[src/rtl/bus_copy_initiator.sv]
// Bus initiator copying a block of 32-bit words src->dst, one outstanding read at a time.
// Request outputs are registered and held stable until acked; one idle cycle follows each write ack.
module bus_copy_initiator #(
  parameter int ADR_WIDTH = 32,
  parameter int LEN_WIDTH = 16,
  parameter int TIMEOUT   = 255
) (
  input  logic                 clk_i,
  input  logic                 rst_i,
  input  logic                 start_i,
  input  logic [ADR_WIDTH-1:0] src_addr_bi,
  input  logic [ADR_WIDTH-1:0] dst_addr_bi,
  input  logic [LEN_WIDTH-1:0] len_bi,
  output logic                 busy_o,
  output logic                 done_o,
  output logic                 err_o,
  output logic                 bus_req_o,
  output logic                 bus_we_o,
  output logic [ADR_WIDTH-1:0] bus_addr_bo,
  output logic [3:0]           bus_be_bo,
  output logic [31:0]          bus_wdata_bo,
  input  logic                 bus_ack_i,
  input  logic                 bus_resp_i,
  input  logic [31:0]          bus_rdata_bi
);

  localparam int TW = (TIMEOUT < 2) ? 1 : $clog2(TIMEOUT + 1);
  localparam logic [TW-1:0] TMO_LAST = (TIMEOUT == 0) ? '0 : TW'(TIMEOUT - 1);
  localparam logic [ADR_WIDTH-1:0] WORD = ADR_WIDTH'(4);

  typedef enum logic [2:0] {IDLE, RD_REQ, RD_WAIT, WR_REQ, FIN} state_t;

  state_t               state_q, state_d;
  logic [ADR_WIDTH-1:0] src_q, src_d, dst_q, dst_d;
  logic [LEN_WIDTH-1:0] rem_q, rem_d;
  logic [TW-1:0]        tmo_q, tmo_d;
  logic [31:0]          data_q, data_d;
  logic                 eflag_q, eflag_d;
  logic                 busy_q, busy_d, done_q, done_d, err_q, err_d;
  logic                 req_q, req_d, we_q, we_d;
  logic [ADR_WIDTH-1:0] addr_q, addr_d;
  logic [3:0]           be_q, be_d;
  logic [31:0]          wdata_q, wdata_d;

  always_comb begin
    state_d = state_q;
    src_d   = src_q;
    dst_d   = dst_q;
    rem_d   = rem_q;
    tmo_d   = tmo_q;
    data_d  = data_q;
    eflag_d = eflag_q;
    case (state_q)
      IDLE: if (start_i) begin
        src_d   = src_addr_bi & ~ADR_WIDTH'(3);
        dst_d   = dst_addr_bi & ~ADR_WIDTH'(3);
        rem_d   = len_bi;
        tmo_d   = '0;
        eflag_d = 1'b0;
        state_d = (len_bi != '0) ? RD_REQ : FIN;
      end
      RD_REQ: if (req_q && bus_ack_i) begin
        tmo_d   = '0;
        state_d = RD_WAIT;
      end
      RD_WAIT: begin
        if (bus_resp_i) begin
          data_d  = bus_rdata_bi;
          state_d = WR_REQ;
        end else if ((TIMEOUT != 0) && (tmo_q == TMO_LAST)) begin
          eflag_d = 1'b1;
          state_d = FIN;
        end else begin
          tmo_d = tmo_q + TW'(1);
        end
      end
      WR_REQ: if (req_q && bus_ack_i) begin
        src_d   = src_q + WORD;
        dst_d   = dst_q + WORD;
        rem_d   = rem_q - LEN_WIDTH'(1);
        state_d = (rem_q == LEN_WIDTH'(1)) ? FIN : RD_REQ;
      end
      FIN:     state_d = IDLE;
      default: state_d = IDLE;
    endcase

    // Entering RD_REQ straight from a write ack spends one cycle with req low.
    req_d   = (state_d == WR_REQ) || ((state_d == RD_REQ) && (state_q != WR_REQ));
    we_d    = (state_d == WR_REQ);
    addr_d  = !req_d ? '0 : (we_d ? dst_d : src_d);
    be_d    = req_d ? 4'hF : 4'h0;
    wdata_d = we_d ? data_d : wdata_q;
    busy_d  = (state_d != IDLE);
    done_d  = (state_d == FIN);
    err_d   = done_d && eflag_d;
  end

  always_ff @(posedge clk_i) begin
    if (rst_i) begin
      state_q <= IDLE;
      src_q   <= '0;
      dst_q   <= '0;
      rem_q   <= '0;
      tmo_q   <= '0;
      data_q  <= '0;
      eflag_q <= 1'b0;
      busy_q  <= 1'b0;
      done_q  <= 1'b0;
      err_q   <= 1'b0;
      req_q   <= 1'b0;
      we_q    <= 1'b0;
      addr_q  <= '0;
      be_q    <= 4'h0;
      wdata_q <= '0;
    end else begin
      state_q <= state_d;
      src_q   <= src_d;
      dst_q   <= dst_d;
      rem_q   <= rem_d;
      tmo_q   <= tmo_d;
      data_q  <= data_d;
      eflag_q <= eflag_d;
      busy_q  <= busy_d;
      done_q  <= done_d;
      err_q   <= err_d;
      req_q   <= req_d;
      we_q    <= we_d;
      addr_q  <= addr_d;
      be_q    <= be_d;
      wdata_q <= wdata_d;
    end
  end

  assign busy_o       = busy_q;
  assign done_o       = done_q;
  assign err_o        = err_q;
  assign bus_req_o    = req_q;
  assign bus_we_o     = we_q;
  assign bus_addr_bo  = addr_q;
  assign bus_be_bo    = be_q;
  assign bus_wdata_bo = wdata_q;

endmodule
[config.mk]
export PLATFORM = sky130hd
export DESIGN_NAME = bus_copy_initiator
export DESIGN_NICKNAME = d
export VERILOG_FILES = /design/src/rtl/bus_copy_initiator.sv
export SDC_FILE = /design/constraint.sdc
export NUM_CORES = 1
export LEC_CHECK = 0
export BUFFER_PORTS_ARGS = -buffer_cell sky130_fd_sc_hd__buf_2
export CORE_MARGIN = 2
export CORE_UTILIZATION = 40
export CTS_CLUSTER_DIAMETER = 80
export DETAILED_ROUTE_END_ITERATION = 12
export PLACE_DENSITY = 0.65
export SKIP_LAST_GASP = 1
export SYNTH_ARGS = -nofsm -noshare
export SYNTH_HDL_FRONTEND = slang
export SYNTH_SLANG_ARGS = --single-unit
[constraint.sdc]
create_clock -name clk_i -period 3.4 [get_ports clk_i]
set_input_delay 0.34 -clock clk_i [delete_from_list [all_inputs] [get_ports clk_i]]
set_output_delay 0.34 -clock clk_i [all_outputs]
set_load 0.005 [all_outputs]
Word-level counts from Yosys, hierarchy flattened
Cells that the tools add are included.
- bits in registers: 197
- bits of input ports: 117
- output and inout bits: 73
- word-level logic and storage cells: 76
- add/sub/neg operators: 4
- equal/unequal tests: 14
- muxes and demuxes: 30
- bitwise gates (word level): 1
- reduce and logical (&&, ||, !) cells: 12
- operator list (cell ; count):
    $mux 32 ; 7
    $pmux 32 s2 ; 2
    $add 32x3->32 const B ; 2
    $mux 16 ; 2
    $mux 8 ; 4
    $pmux 16 s2 ; 1
    $pmux 8 s3 ; 1
    $mux 3 ; 7
    $eq 16x1->1 const B ; 1
    $reduce_bool 16->1 ; 1
    $sub 16x1->16 const B ; 1
    $pmux 3 s4 ; 1
    $ne 2x2->1 const B ; 5
    $eq 3x2->1 const B ; 3
    $add 8x1->8 const B ; 1
    $eq 8x8->1 const B ; 1
    $eq 3x1->1 const B ; 2
    $reduce_bool 3->1 ; 2
    $reduce_and 5->1 ; 1
    $mux 4 ; 1
    $eq 3x3->1 const B ; 1
    $logic_and 1x1->1 ; 3
    $logic_not 3->1 ; 1
    $mux 1 ; 3
    7 further kinds ; 7

Longest topological paths before layout
Gate-level depths: netlist of the first run.
- word-level depth: 9
- depth in mapped cells: 10
- gate-level depth less buffers: 8

Worst setup path after synthesis of the first run
Ideal clock, no wire load.
- path kind: register -> register
- start point: reg, netlist name bus_be_bo[2]
- end point: reg addr_q[0], in the netlist bus_addr_bo[0]
- setup time: 0.073 ns
- data arrival time: 2.090 ns
- data required time: 3.327 ns
- path slack: 1.236 ns
- stages on the path, launching flop included: 10
- buffers on the path: 3
- cells stage by stage: dfxtp_1 buf_2 and2_1 o21ai_2 a22oi_1 and2_4 or4_1 buf_2 buf_6 nor3_2
- RTL lines (item ; RTL line ; source):
    to (signal assigned) ; 128 ; addr_q <= addr_d;
    to (decl) ; 41 ; logic [ADR_WIDTH-1:0] addr_q, addr_d;

Worst setup path after layout of the first run
- start point: reg rem_q[2]
- end point: reg addr_q[23], in the netlist bus_addr_bo[23]
- cells in the longest elaborated chain, start to end: 9
- elaborated cells on any way between the ends: 11
- RTL lines (item ; RTL line ; source):
    from (decl) ; 35 ; logic [LEN_WIDTH-1:0] rem_q, rem_d;
    from (signal assigned) ; 119 ; rem_q <= rem_d;
    $eq 16x1->1 * ; 81 ; state_d = (rem_q == LEN_WIDTH'(1)) ? FIN : RD_REQ;
    $mux 3 * ; 81 ;
    $mux 3 * ; 77 ; WR_REQ: if (req_q && bus_ack_i) begin
    $pmux 3 s4 * ; 53 ; case (state_q)
    $eq 3x1->1 ; 88 ; req_d = (state_d == WR_REQ) || ((state_d == RD_REQ) && (state_q != WR_REQ));
    $logic_and 1x1->1 ; 88 ;
    $logic_or 1x1->1 ; 88 ;
    $not 1->1 (no source line) ; n/a ;
    $reduce_or 2->1 (no source line) ; n/a ;
Every way passes the cells marked *; elsewhere a longest branch is shown, timed or not.
A chain may end at the register's enable or synchronous reset.

==> impl_metrics.yaml, run 1 <==
outcome:
  status: "finished clean"
setup_path:
  cpPeakStageDelay_ns: 0.56
  criticalPathCategory: "flop to flop"
  signal_arrival_time_at_the_worst_endpoint_ns: 3.05
  worst_ep_required_time_ns: 3.73
  cp-startpoint: "rem_q[2]"
  category_of_the_worst_setup_path_launch_point: "flop"
  setup.reg_to_reg.worst_slack_ns: 0.68
  max_fo_critical_path: 32
  slowest_stage: "nor4_1"
  cp_cell_sequence: "nor4_1 -> nand2_1 -> o31ai_4 -> and2_4 -> or4_2 -> buf_4 -> inv_1 -> o211a_1"
  timing.critical_path.to_type: "flop"
  critical_path.reg2reg.startpoint: "rem_q[2]"
timing:
  slew_violations: 0
  timing_worst_slew_pin_value_ns: 1.074
  skew_ns: 0.01535
  final-setup-viol-count: 0
  rsz0062_at_grt: "no"
  fin_setup_tns_ns: 0
  fmaxAchievable_mhz: 368.2
  slew-limit-headroom: 0.2810
  finalCriticalPeriod_ns: 2.716
  hold_viol_final: 0
  final_period_util: 0.7989
route:
  drt-total-wl_um: 26180
  count_of_unresolved_drc_violations_after_routing: 0
  vias_per_cell: 5.702
  drt_first_pass_iters: 7
  routed-via-count: 8605
  post_route_ant_nets: 0
  post_drt_wl_per_cell_um: 17.35
  dr.first_iter.drc_count: 580
hold_path:
  path_category_of_the_worst_min_delay_check: "input pin to flop"
  holdCritStartpoint: "bus_rdata_bi[1]"
cells_and_area:
  nets: 1333
  layout_common_cells: "dfxtp_1 (193), buf_2 (184), nor2_1 (172), nand2_1 (95), a211oi_1 (45)"
  num-fill-cells: 2204
  finalNonFillerCells: 1509
  layout.cells.most_common: "dfxtp_1"
  flow.area_growth_from_synthesis_pct: 18.46
  drive_gt1_frac: 0.2355
clock_tree:
  cts_root_buffer: "clkbuf_16"
  clock_insertion_delay_at_the_later_pin_of_the_skew_report_ns: 0.45
  postCtsSetupBuffers: 0
  clock_tree.htree_level_count: 4
  tritoncts: "done"
  cts.hold.buffers_added: 0
  clk_pin_slew_worst_paths_ns: 0.09
  ctsLongestPathBuffers: 2
  ctsResizeCount: 0
  cts-buffers-inserted: 17
  numClockSinks: 193
pwr:
  power.density_cell_area_nw_per_um2: 524.8
  static-leakage-power_nw: 4.246
  finalPower_mw: 5.719
  vdd_ir_drop_max_uv: 424.8
die:
  die-width_um: 155.6
  dieArea_um2: 24230
  height_of_the_die_um: 155.6
  core-area_um2: 22640
  initial_core_util: 0.4063
  io_pins: 190
  placement_rows: 55
global_route:
  antenna_found_initial: 1
  grt_start_max_net_pins: 79
  groute.usage.overall: 0.2132
  grt_pass1_wl_um: 41370
  grt_overflow: 0
  vias_in_the_first_global_route: 7856
synthesis:
  synth_sequential_area_ratio: 0.4200
  synth_enable_flop_cells: 0
  synthesis.yosys.warnings: 0
  synth.net_count: 1198
  synth_top_area_frac: 0.4200
  synth_area_leader_cell: "dfxtp_1"
  synth_cell_type_count: 73
  dominantRegCellSynth: "dfxtp_1"
  synth_area_leaders: "dfxtp_1 (42%), nor2_1 (7.1%), mux2i_1 (4.0%)"
  synth-seq-cells: 193
  postSynth.asyncResetShare: 0
  synth_cells: 1075
  syn-mean-instance-area_um2: 8.557
  synthesis.area_um2: 9199
place:
  dpl.cell_count: 1476
  port-buffer-count: 185
  globalplace.congestion: 0.8662
  dp.final_hpwl_um: 17910
run:
  maximum_capacitance_violations: 0
-- synth_stat cells, types with 3 or more instances --
| master | n |
|---|---|
| o31ai_1 | 10 |
| a211oi_1 | 45 |
| mux2i_1 | 37 |
| and2_1 | 32 |
| a21oi_1 | 40 |
| ha_1 | 6 |
| nor3_1 | 23 |
| o21ai_0 | 34 |
| a31oi_1 | 16 |
| a41oi_1 | 3 |
| a21o_1 | 6 |
| dfxtp_1 | 193 |
| a22oi_1 | 7 |
| nor4_1 | 13 |
| o311a_1 | 5 |
| xnor2_1 | 3 |
| clkbuf_1 | 48 |
| a221oi_1 | 10 |
| a22o_1 | 11 |
| nor2_1 | 173 |
| inv_1 | 11 |
| nand4_1 | 31 |
| buf_2 | 22 |
| nand3_1 | 29 |
| nor3b_1 | 8 |
| nand3b_1 | 3 |
| o211ai_1 | 4 |
| or4_1 | 7 |
| a221o_1 | 3 |
| buf_4 | 7 |
| buf_1 | 5 |
| nand2_1 | 95 |
| xor2_1 | 9 |
| a211oi_2 | 29 |
| o22ai_1 | 4 |
| o311ai_0 | 10 |
| nor3_2 | 3 |
| and3_1 | 17 |
| and4_1 | 12 |
| buf_6 | 3 |
-- cell families after synthesis --
family | Yosys count | synth area share
AOI/OAI and AO/OA | 264 | 0.2205
xor gates and xnor gates | 12 | 0.01143
adders and majority gates | 6 | 0.008161
buffers and inverters | 98 | 0.04856
DFF | 193 | 0.4200
muxes | 37 | 0.04026
and+or+nand+nor | 465 | 0.2511
-- final timing paths --
path                                   endpoint  cells after the start
worst min register to register         src_q[0]                      1
worst max register to register  bus_addr_bo[23]                      8
worst min-delay path                  data_q[1]                      3
worst max-delay path            bus_addr_bo[23]                      8
-- report_power, final --
part / switching [mW] / internal, mW / total (mW)
Clock: 1.07 / 1.02 / 2.09
Combinational: 0.622 / 0.418 / 1.04
Sequential: 0.150 / 2.44 / 2.59
Total: 1.84 / 3.87 / 5.72
-- registers in the layout, indices dropped and copies added, names as in the netlist, 3 cells and up --
register      count
bus_addr_bo      32
bus_wdata_bo     32
data_q           32
dst_q            32
src_q            32
rem_q            16
tmo_q             8
state_q           3
-- layer usage --
layer,track usage,vias to the layer above,share of wire
li1,-,4236,-
met1,0.2913,4053,0.46
met2,0.3405,276,0.46
met3,0.03250,40,0.057
met4,0.08126,0,0.023
met5,0,-,0
-- per-stage QoR --
stage / setup WS (ns) / cell area [um^2] / util / hold slack (ns)
global route: 0.3423 / 10900 / 0.4813 / 0.1596
global placement: 0.7546 / 10270 / 0.4538 / 0.4638
detailed placement: 0.7214 / 10270 / 0.4538 / 0.4705
floorplan: 1.236 / 9199 / - / 0.4503
CTS: 0.7138 / 10890 / 0.4812 / 0.1383
finish: 0.6837 / 10900 / 0.4813 / 0.1502
-- critical path: cells and delay by family, from the launching register on --
kind | cells | cell delay (ns)
AND/OR/NAND/NOR | 4 | 1.14
AO/OA/AOI/OAI | 2 | 0.47
buffers and inverters | 2 | 0.61
flip-flops | 1 | 0.37
-- layout make-up --
cell class / count / area [um^2] / area share
Tap cell: 285 / 356.6 / 0.03272
Antenna cell: 1 / 2.502 / 0.0002296
Sequential cell: 193 / 3864 / 0.3546
Inverter: 11 / 41.29 / 0.003789
Clock inverter: 15 / 195.2 / 0.01791
Multi-Input combinational cell: 784 / 4911 / 0.4507
Timing Repair Buffer: 203 / 1101 / 0.1010
Clock buffer: 17 / 425.4 / 0.03904
(Power assumes the default switching activity.)
==> run 2, diff against run 1 <==
==> constraint.sdc (replaced) <==
create_clock -name clk_i -period 2.5 [get_ports clk_i]
set_input_delay 0.25 -clock clk_i [delete_from_list [all_inputs] [get_ports clk_i]]
set_output_delay 0.25 -clock clk_i [all_outputs]
set_load 0.005 [all_outputs]
==> impl_metrics.yaml, run 2 (synthesis results as in run 1) <==
setup_path:
  signal_arrival_time_at_the_worst_endpoint_ns: 2.72
  setup.worst_path.end: "bus_addr_bo[24]"
  worst_ep_required_time_ns: 2.87
  worst-r2r-cell-count: 9
  timing.critical_path.to_type: "flop"
  max_fo_critical_path: 4
  cp-startpoint: "dst_q[2]"
  setup.reg_to_reg.worst_slack_ns: 0.15
  criticalPathCategory: "flop to flop"
  category_of_the_worst_setup_path_launch_point: "flop"
  regToRegEndpoint: "bus_addr_bo[24]"
  critical_path.reg2reg.startpoint: "dst_q[2]"
route:
  post_route_ant_nets: 0
  routed-via-count: 8762
  post_drt_wl_per_cell_um: 16.93
  drt_first_pass_iters: 5
  vias_per_cell: 5.657
  count_of_unresolved_drc_violations_after_routing: 0
  drt-total-wl_um: 26230
  dr.first_iter.drc_count: 517
cells_and_area:
  antenna_cells: 0
  layout.cells.most_common: "dfxtp_1"
  flow.area_growth_from_synthesis_pct: 23.35
  finalInstanceArea_um2: 11350
  layout_common_cells: "dfxtp_1 (193), buf_2 (184), nor2_1 (172), nand2_1 (95), buf_4 (46)"
  nets: 1374
  drive_gt1_frac: 0.2603
timing:
  fmaxAchievable_mhz: 425.2
  final-setup-viol-count: 0
  slew-limit-headroom: 0.3411
  fin_setup_tns_ns: 0
  slew_violations: 0
  rsz0062_at_grt: "no"
  hold_viol_final: 0
  skew_ns: 0.01376
  timing_worst_slew_pin_value_ns: 0.9800
  finalCriticalPeriod_ns: 2.352
  finalHoldWorstSlack_ns: 0.06734
  final_period_util: 0.9407
clock_tree:
  postCtsSetupBuffers: 0
  cts-buffers-inserted: 17
  cts_root_buffer: "clkbuf_16"
  clock_tree.htree_level_count: 4
  numClockSinks: 193
  clock_insertion_delay_at_the_later_pin_of_the_skew_report_ns: 0.44
  cts.hold.buffers_added: 0
  clk_pin_slew_worst_paths_ns: 0.08
  tritoncts: "done"
  ctsLongestPathBuffers: 2
  ctsResizeCount: 0
die:
  height_of_the_die_um: 155.6
  die-width_um: 155.6
  io_pins: 190
  core-area_um2: 22640
  placement_rows: 55
  dieArea_um2: 24230
  initial_core_util: 0.4063
hold_path:
  path_category_of_the_worst_min_delay_check: "input pin to flop"
place:
  place_area_um2: 10710
  port-buffer-count: 185
  globalplace.congestion: 0.8546
  dp.final_hpwl_um: 18290
global_route:
  antenna_found_initial: 0
  grt_start_max_net_pins: 134
  groute.usage.overall: 0.2117
  grt_pass1_wl_um: 41160
  grt_overflow: 0
  vias_in_the_first_global_route: 7824
pwr:
  finalPower_mw: 7.973
  vdd_ir_drop_max_uv: 448.0
  static-leakage-power_nw: 4.501
  power.density_cell_area_nw_per_um2: 702.6
outcome:
  status: "finished clean"
run:
  maximum_capacitance_violations: 0
==> run 2: changes by cell type in the layout (fill, tap and decap cells not counted), moves of 2 or more <==
| cell | change |
|---|---|
| inv_12 | -3 |
| buf_4 | +30 |
| inv_8 | +2 |
| buf_12 | +11 |
==> run 2: area by class of cell <==
cell class                 count  area (um^2)
multi-input combinational    784         4906
clock buffer                  17        425.4
clock inverter                15        207.7
timing repair buffer         244         1546
tap                          285        356.6
sequential                   193         3864
fill                        2176        11290
inverter                      11        41.29
==> run 2: how the worst min path moves through the flow <==
stage                     end  slack (ns)             from  depth (start not counted)
finish              dst_q[18]        0.07  dst_addr_bi[18]                          3
global route        data_q[5]        0.07  bus_rdata_bi[5]                          3
CTS                 data_q[3]        0.05  bus_rdata_bi[3]                          3
detailed placement   src_q[1]        0.47         src_q[1]                          1
global placement      eflag_q        0.46          eflag_q                          2
floorplan           src_q[22]        0.39  src_addr_bi[22]                          2
==> run 2: worst max-delay path: stages, from the launching register on <==
cell and delay [ns]:
dfxtp_1 0.38, ha_1 0.18, nand4_1 0.17, buf_4 0.19
nor4_1 0.26, buf_4 0.18, nand3_1 0.14, o311ai_0 0.49
nor2_1 0.10, a211oi_2 0.20
==> run 2: power breakdown <==
part / internal [mW] / switching (mW) / total (mW) / leakage [nW]
clock network: 1.47 / 1.43 / 2.90 / 0.307
registers: 3.31 / 0.190 / 3.50 / 1.57
logic: 0.688 / 0.883 / 1.57 / 2.62
total: 5.47 / 2.50 / 7.97 / 4.50
==> run 2: layer usage <==
metal,share of wire,GRT usage
met5,0,0
met4,0.019,0.05985
met3,0.054,0.03139
met2,0.47,0.3470
met1,0.46,0.2906
==> run 2: through the flow <==
step	instances	setup WS [ns]	util
after floorplan	1075	0.3362	-
after global placement	1517	0.2042	0.4732
after detailed placement	1517	0.1813	0.4732
after CTS	1549	0.1658	0.5012
after global routing	1549	0.01533	0.5012
final	1549	0.1482	0.5012
